### config.mk
export PLATFORM = sky130hd
export DESIGN_NAME = fpu_host_if
export DESIGN_NICKNAME = d
export VERILOG_FILES = /design/src/rtl/fpu_host_if.sv
export SDC_FILE = /design/constraint.sdc
export NUM_CORES = 1
export LEC_CHECK = 0
export CAP_MARGIN = 20
export CORE_ASPECT_RATIO = 0.5
export CORE_MARGIN = 4
export CORE_UTILIZATION = 44
export DETAILED_ROUTE_END_ITERATION = 10
export PLACE_DENSITY = 0.76
export SLEW_MARGIN = 20
export SYNTH_ARGS = -nofsm -noshare
export SYNTH_HDL_FRONTEND = slang
export SYNTH_SLANG_ARGS = --single-unit
### constraint.sdc
create_clock -name clk -period 3.95 [get_ports clk]
set_input_delay 0.5925 -clock clk [delete_from_list [all_inputs] [get_ports clk]]
set_output_delay 0.5925 -clock clk [all_outputs]
set_load 0.05 [all_outputs]
### src/rtl/fpu_host_if.sv
// Host-side byte register file and command sequencer for the FPU core.
// Handles operand assembly, start/done handshake, watchdog and irq ack.
module fpu_host_if #(
  parameter int          CORE_TIMEOUT = 1024,
  parameter int          TIMEOUT_W    = $clog2(CORE_TIMEOUT + 1),
  parameter logic [31:0] NAN_VALUE    = 32'h7FC00000
) (
  input  logic        clk,
  input  logic        arst,
  input  logic [7:0]  databus_in,
  output logic [7:0]  databus_out,
  input  logic [3:0]  addr,
  input  logic        cs,
  input  logic        rd,
  input  logic        wr,
  input  logic        end_ack,
  output logic        cmd_end,
  output logic        busy,
  output logic [31:0] core_a,
  output logic [31:0] core_b,
  output logic [7:0]  core_op,
  output logic        core_start,
  input  logic        core_done,
  input  logic [31:0] core_result
);

  typedef enum logic [1:0] {
    S_IDLE,
    S_START,
    S_WAIT,
    S_DONE
  } state_t;

  state_t                r_state;
  state_t                w_next;
  logic                  r_wr_q;
  logic                  r_rd_q;
  logic [31:0]           r_a;
  logic [31:0]           r_b;
  logic [31:0]           r_res;
  logic [7:0]            r_op;
  logic                  r_ovr;
  logic                  r_tmo;
  logic [TIMEOUT_W-1:0]  r_wd;

  logic w_wr_edge;
  logic w_rd_edge;
  logic w_wr_op;
  logic w_wr_ab;
  logic w_idle;
  logic w_wd_exp;

  // Edge detect makes a long strobe count as a single access.
  assign w_wr_edge = !cs && !wr && r_wr_q;
  assign w_rd_edge = !cs && !rd && r_rd_q;
  assign w_wr_op   = w_wr_edge && (addr == 4'h8);
  assign w_wr_ab   = w_wr_edge && (addr <= 4'h7);
  assign w_idle    = (r_state == S_IDLE);
  assign w_wd_exp  = (r_wd == TIMEOUT_W'(CORE_TIMEOUT - 1));

  assign core_a  = r_a;
  assign core_b  = r_b;
  assign core_op = r_op;

  always_comb begin
    w_next     = r_state;
    busy       = 1'b0;
    core_start = 1'b0;
    cmd_end    = 1'b0;
    case (r_state)
      S_IDLE: begin
        if (w_wr_op) w_next = S_START;
      end
      S_START: begin
        busy       = 1'b1;
        core_start = 1'b1;
        w_next     = S_WAIT;
      end
      S_WAIT: begin
        busy = 1'b1;
        if (core_done || w_wd_exp) w_next = S_DONE;
      end
      S_DONE: begin
        cmd_end = 1'b1;
        if (end_ack) w_next = S_IDLE;
      end
      default: w_next = S_IDLE;
    endcase
  end

  always_ff @(posedge clk or posedge arst) begin
    if (arst) begin
      r_state <= S_IDLE;
      r_wr_q  <= 1'b1;
      r_rd_q  <= 1'b1;
      r_a     <= '0;
      r_b     <= '0;
      r_res   <= '0;
      r_op    <= '0;
      r_ovr   <= 1'b0;
      r_tmo   <= 1'b0;
      r_wd    <= '0;
    end else begin
      r_state <= w_next;
      r_wr_q  <= wr;
      r_rd_q  <= rd;
      if (w_wr_ab && w_idle) begin
        if (addr[2]) r_b[8*addr[1:0] +: 8] <= databus_in;
        else         r_a[8*addr[1:0] +: 8] <= databus_in;
      end
      if (w_wr_op && w_idle) r_op <= databus_in;
      if (r_state == S_START)     r_wd <= '0;
      else if (r_state == S_WAIT) r_wd <= r_wd + 1'b1;
      // A real completion beats a coincident watchdog expiry.
      if (r_state == S_WAIT) begin
        if (core_done) begin
          r_res <= core_result;
          r_tmo <= 1'b0;
        end else if (w_wd_exp) begin
          r_res <= NAN_VALUE;
          r_tmo <= 1'b1;
        end
      end
      if ((w_wr_op || w_wr_ab) && !w_idle)   r_ovr <= 1'b1;
      else if (w_rd_edge && addr == 4'hD)     r_ovr <= 1'b0;
    end
  end

  always_comb begin
    databus_out = 8'h00;
    if (!cs && !rd) begin
      case (addr)
        4'h9:    databus_out = r_res[7:0];
        4'hA:    databus_out = r_res[15:8];
        4'hB:    databus_out = r_res[23:16];
        4'hC:    databus_out = r_res[31:24];
        4'hD:    databus_out = {5'b0, r_tmo, r_ovr, busy};
        default: databus_out = 8'h00;
      endcase
    end
  end

endmodule

After elaboration in Yosys (flattened, before gate mapping)
Cells that the tools add are included.
{"block": "totals", "word_cells": 73, "reg_bits": 121, "out_inout_bits": 83, "in_bits": 51}
{"block": "classes", "mux": 19, "n_reduce_logical": 25, "n_eq_ne": 13, "shifts": 2, "order_cmp": 1, "addsub": 2, "bitwise": 1}
{"cell": "32-bit bitwise mux", "n": 2}
{"cell": "32-bit 2-to-1 mux", "n": 2}
{"cell": "8-bit case mux with 5 select lines", "n": 1}
{"cell": "5-bit negation with 34-bit output", "n": 1}
{"cell": "8-bit by 34-bit variable shift with 32-bit output, first input constant", "n": 1}
{"cell": "8-bit by 34-bit indexed part select with 32-bit output", "n": 1}
{"cell": "4-bit == test, second input constant", "n": 6}
{"cell": "11-bit 2-to-1 mux", "n": 2}
{"cell": "11-bit by 1-bit adder with 11-bit output, second input constant", "n": 1}
{"cell": "11-bit by 10-bit == test with 1-bit output, second input constant", "n": 1}
{"cell": "1-bit logical AND", "n": 10}
{"cell": "8-bit 2-to-1 mux", "n": 1}
{"cell": "2-bit case mux with 4 select lines", "n": 1}
{"cell": "1-bit 2-to-1 mux", "n": 7}
{"cell": "2-bit 2-to-1 mux", "n": 3}
{"cell": "2-bit inequality test, second input constant", "n": 3}
{"cell": "2-bit AND reduction", "n": 3}
{"cell": "2-bit nonzero test", "n": 3}
{"cell": "2-bit == test, second input constant", "n": 2}
{"cell": "4-bit by 3-bit less-or-equal comparator with 1-bit output, second input constant", "n": 1}
{"cell": "1-bit zero test", "n": 4}
{"cell": "3-bit AND reduction", "n": 1}
{"cell": "2-bit by 1-bit == test with 1-bit output, second input constant", "n": 1}
{"cell": "2-bit zero test", "n": 1}
{"cell": "other kinds (3)", "n": 4}

Logic depth before layout (Yosys ltp)
{"block": "logic_depth", "ltp_word": 7, "depth_mapped": 7, "mapped_depth_nobuf": 6}

Least setup slack after synthesis
No wires, ideal clock.
{"block": "synth_path", "path_type": "input to output", "from": "in addr[0]", "to": "out databus_out[0]", "t_required_ns": 3.357, "slack_ns": 1.000, "arrival_time_ns": 2.358, "path_stages": 7, "n_path_buf": 1, "path_cell_list": "inv_1 ha_1 and3_1 clkbuf_1 a21o_1 o31ai_4 a31oi_1"}
{"block": "synth_via", "elab_chain_cells": 3, "word_cells_on_any_way": 7, "cone_classes": "eq/ne (5); mux (2)"}
{"item": "start, declared", "line_no": "12", "text": "input logic [3:0] addr,"}
{"item": "4-bit == test", "line_no": "132", "text": "case (addr)"}
{"item": "8-bit case mux with 5 select lines *", "line_no": "132"}
{"item": "8-bit 2-to-1 mux *", "line_no": "131", "text": "if (!cs && !rd) begin"}
{"item": "end, declared", "line_no": "11", "text": "output logic [7:0] databus_out,"}
Mark *: on every way between the ends. The rest lies on a longest branch, timed or not.

Worst setup path after layout
{"block": "layout_path", "from": "in addr[0]", "to": "out databus_out[5]"}
The elaborated chain is that of the path after synthesis.

==> flow_metrics.py <==
metrics = {
    "outcome": {
        "status": "completed",
    },
    "drt": {
        "drtIter0Drc": 196,
        "ant_nets": 0,
        "wl_met2_microns": 6790,
        "num_vias": 3828,
        "routedWlPerCell_microns": 19.1,
        "dr.pass1.iters": 4,
        "highest_layer": "met4",
        "drt-met1-wl_microns": 6050,
        "via_per_inst": 5.34,
        "drc_errors": 0,
        "routed_wl_microns": 13700,
        "wl_met3_microns": 569,
    },
    "cells_and_area": {
        "layout-drive-gt1-share_pct": 22.4,
        "post-route-cell-area_sq_um": 7380,
        "layout.cells.non_filler": 717,
        "area_growth_pct": 39.8,
        "antenna_cells": 0,
        "fillers": 863,
        "final_nets": 607,
    },
    "die": {
        "io_pins": 134,
        "dieArea_sq_um": 13900,
        "die_x_microns": 163,
        "die_h_microns": 85.5,
        "rows": 27,
        "start_util_pct": 46.5,
        "core_sq_um": 11400,
    },
    "sta": {
        "rsz0062_at_grt": "false",
        "worstMarginPinSlew_ns": 0.897,
        "finalSetupTns_ns": 0,
        "slew_headroom_pct": 40.2,
        "finalHoldViolations": 0,
        "fin_skew_ns": 0.00726,
        "layout_setup_ws_ns": 0.555,
        "fin_crit_sh_pct": 85.9,
        "fmax_mhz": 295,
        "maxSlewViolCount": 0,
        "post-route-min-period_ns": 3.39,
        "finalSetupViolCount": 0,
    },
    "clock_network": {
        "post_cts_resized": 0,
        "cts_root_buffer": "clkbuf_16",
        "clk_pin_slew_ns": 0.06,
        "cts.hold.buffers_added": 0,
        "cts_tree": "built",
        "cts_setup_buffers": 0,
        "cts_buffer_depth": 2,
        "clk_latency_ns": 0.40,
        "cts_max_level": 4,
        "cts.sinks": 121,
        "cts_made_buffers": 17,
    },
    "pwr": {
        "power.share.clock_pct": 38.0,
        "powerDensity_nw_per_um2": 557,
        "power.switching_uw": 1250,
        "peakVddDrop_mv": 0.247,
        "p_sw_share_pct": 30.3,
        "leakage_uw": 0.00337,
        "total_power_uw": 4120,
        "p_int_uw": 2870,
        "pwr-share-comb_pct": 22.7,
        "seqPwrFrac_pct": 39.3,
    },
    "grt": {
        "grtUsageTotal_pct": 20.7,
        "grt_pass1_wl_microns": 22300,
        "antenna_found_initial": 0,
        "grt_overflow": 0,
        "grt_pass1_vias": 4201,
        "grt_max_degree": 62,
    },
    "synth": {
        "netlist_area_sq_um": 5280,
        "synth-main-ff-cell": "dfrtp_1",
        "synth_edf_count": 0,
        "ys_types": 45,
        "ys_seq_elements": 121,
        "synth_top_area_cell": "dfrtp_1",
        "avgSynthCellArea_sq_um": 13.2,
        "yosysWarningCount": 0,
        "synth_top_cells_by_area": "dfrtp_1 56%, mux2_2 15%, and2_1 4.4%, a22o_1 4.0%, ha_1 2.6%",
        "synthCells": 401,
        "yosysSeqAreaShare_pct": 57.4,
        "synth_fp_nets": 463,
        "synth_top_area_share_pct": 56.4,
        "async_flop_share_pct": 100,
    },
    "placed_design": {
        "hpwl_microns": 9630,
        "gp_congestion": 0.812,
        "placed_cell_area_sq_um": 6790,
        "dp_cells": 685,
        "port_buffers": 133,
        "place_ws_ns": 0.597,
    },
    "critical_path": {
        "criticalPathCategory": "in2out",
        "cp.arrival_ns": 2.80,
        "cp-end-kind": "primary output",
        "max_stage_delay_ns": 0.55,
        "path_cells": "clkdlybuf4s50_1, inv_1, ha_1, and3_1, a21o_1, o31ai_4, a21oi_1, buf_4",
        "start_kind": "input port",
        "required_ns": 3.36,
        "crit_slowest_cell": "clkdlybuf4s50_1",
        "worstPathMaxFanout": 9,
    },
    "run": {
        "cap_violations": 0,
    },
    "worst_hold_path": {
        "hold_class": "reg2reg",
    },
}
==> synthesized netlist by cell type, types with 2 or more instances <==
| master | n |
|---|---|
| dfrtp_1 | 119 |
| mux2_2 | 71 |
| and2_1 | 37 |
| a22o_1 | 24 |
| a22oi_1 | 16 |
| nand2_1 | 14 |
| ha_1 | 11 |
| inv_1 | 11 |
| nor2_1 | 9 |
| o22a_1 | 9 |
| a21oi_1 | 7 |
| clkbuf_1 | 7 |
| o21ai_0 | 5 |
| xnor2_1 | 5 |
| a31oi_1 | 4 |
| and3_1 | 4 |
| buf_2 | 4 |
| nand2_2 | 4 |
| nand3_1 | 4 |
| nor3_1 | 4 |
| nor4_1 | 4 |
| nand2b_1 | 3 |
| dfstp_2 | 2 |
| mux2i_1 | 2 |
==> stage by stage <==
stage                     hold WS (ns)  util, %
after floorplan                  0.460        -
after global placement           0.474     59.8
after detailed placement         0.483     59.8
after CTS                        0.495     65.0
after global routing             0.515     65.0
final                            0.491     65.0
==> power by group through the flow <==
stage	registers (uW)	clock network (uW)	logic, uW
global placement	1630	0	914
floorplan	1670	0	587
finish	1620	1560	935
CTS	1610	1580	948
detailed placement	1620	0	941
global route	1640	1650	1020
==> final timing paths <==
| kind | start | end | slack, ns | depth (start not counted) |
|---|---|---|---|---|
| worst min-delay path | r_res[24] | r_res[24] | 0.49 | 1 |
| worst max-delay path | addr[0] | databus_out[5] | 0.56 | 8 |
| worst min register to register | r_res[24] | r_res[24] | 0.49 | 1 |
| min in group asynchronous | arst | core_b[6] | 0.70 | 2 |
| worst max register to register | r_state[0] | core_op[2] | 1.92 | 5 |
| max in group asynchronous | arst | core_a[24] | 2.50 | 3 |
==> registers in the layout, summed over array words and instances, names as in the netlist, 2 cells and up <==
name / cells
r_state: 2
r_wd: 11
core_op: 8
core_b: 32
r_res: 32
core_a: 32
==> cells in the final DEF, fill, tap and decap left out, types with 4 or more instances in the layout <==
cell type / count
nand3_1: 4
clkdlybuf4s50_1: 125
ha_1: 11
nor3_1: 4
clkinv_2: 4
mux2_2: 71
buf_4: 11
clkbuf_16: 17
a22o_1: 24
dfrtp_1: 119
o21ai_0: 5
xnor2_1: 5
nand2_1: 14
a21oi_1: 7
a31oi_1: 4
a22oi_1: 16
o22a_1: 9
and3_1: 4
nor4_1: 4
and2_1: 37
inv_1: 10
nor2_1: 9
nand2_2: 4
==> layer usage <==
metal,vias up,global-route usage [%]
met5,-,0
met4,0,8.22
met3,19,4.66
met2,103,35.0
met1,1948,26.2
li1,1758,-
==> worst max-delay path, delay by kind of cell <==
| family | cells | cell delay, ns |
|---|---|---|
| and+or+nand+nor | 1 | 0.32 |
| adders and majority gates | 1 | 0.27 |
| buffers and inverters | 3 | 0.89 |
| AOI/OAI and AO/OA | 3 | 0.72 |
==> cells by family (layout without fill, tap and decap cells) <==
logic type / Yosys count / after routing / share of synthesized area, %
xor gates and xnor gates: 6 / 6 / 0.995
adders and majority gates: 11 / 11 / 2.61
muxes: 74 / 74 / 15.7
and+or+nand+nor: 92 / 92 / 10.6
buffers and inverters: 23 / 180 / 1.75
DFF: 121 / 121 / 57.4
AOI/OAI and AO/OA: 74 / 74 / 11.0
==> layout make-up <==
cell class	instances	area, sq um	area share (%)
clock buffer	20	447	6.05
inverter	11	43.8	0.593
tap	159	199	2.69
clock inverter	12	150	2.03
multi-input combinational	257	2160	29.2
sequential	121	3030	41.0
timing repair buffer	137	1350	18.3
Note: power is estimated with default switching activity, not from simulation.
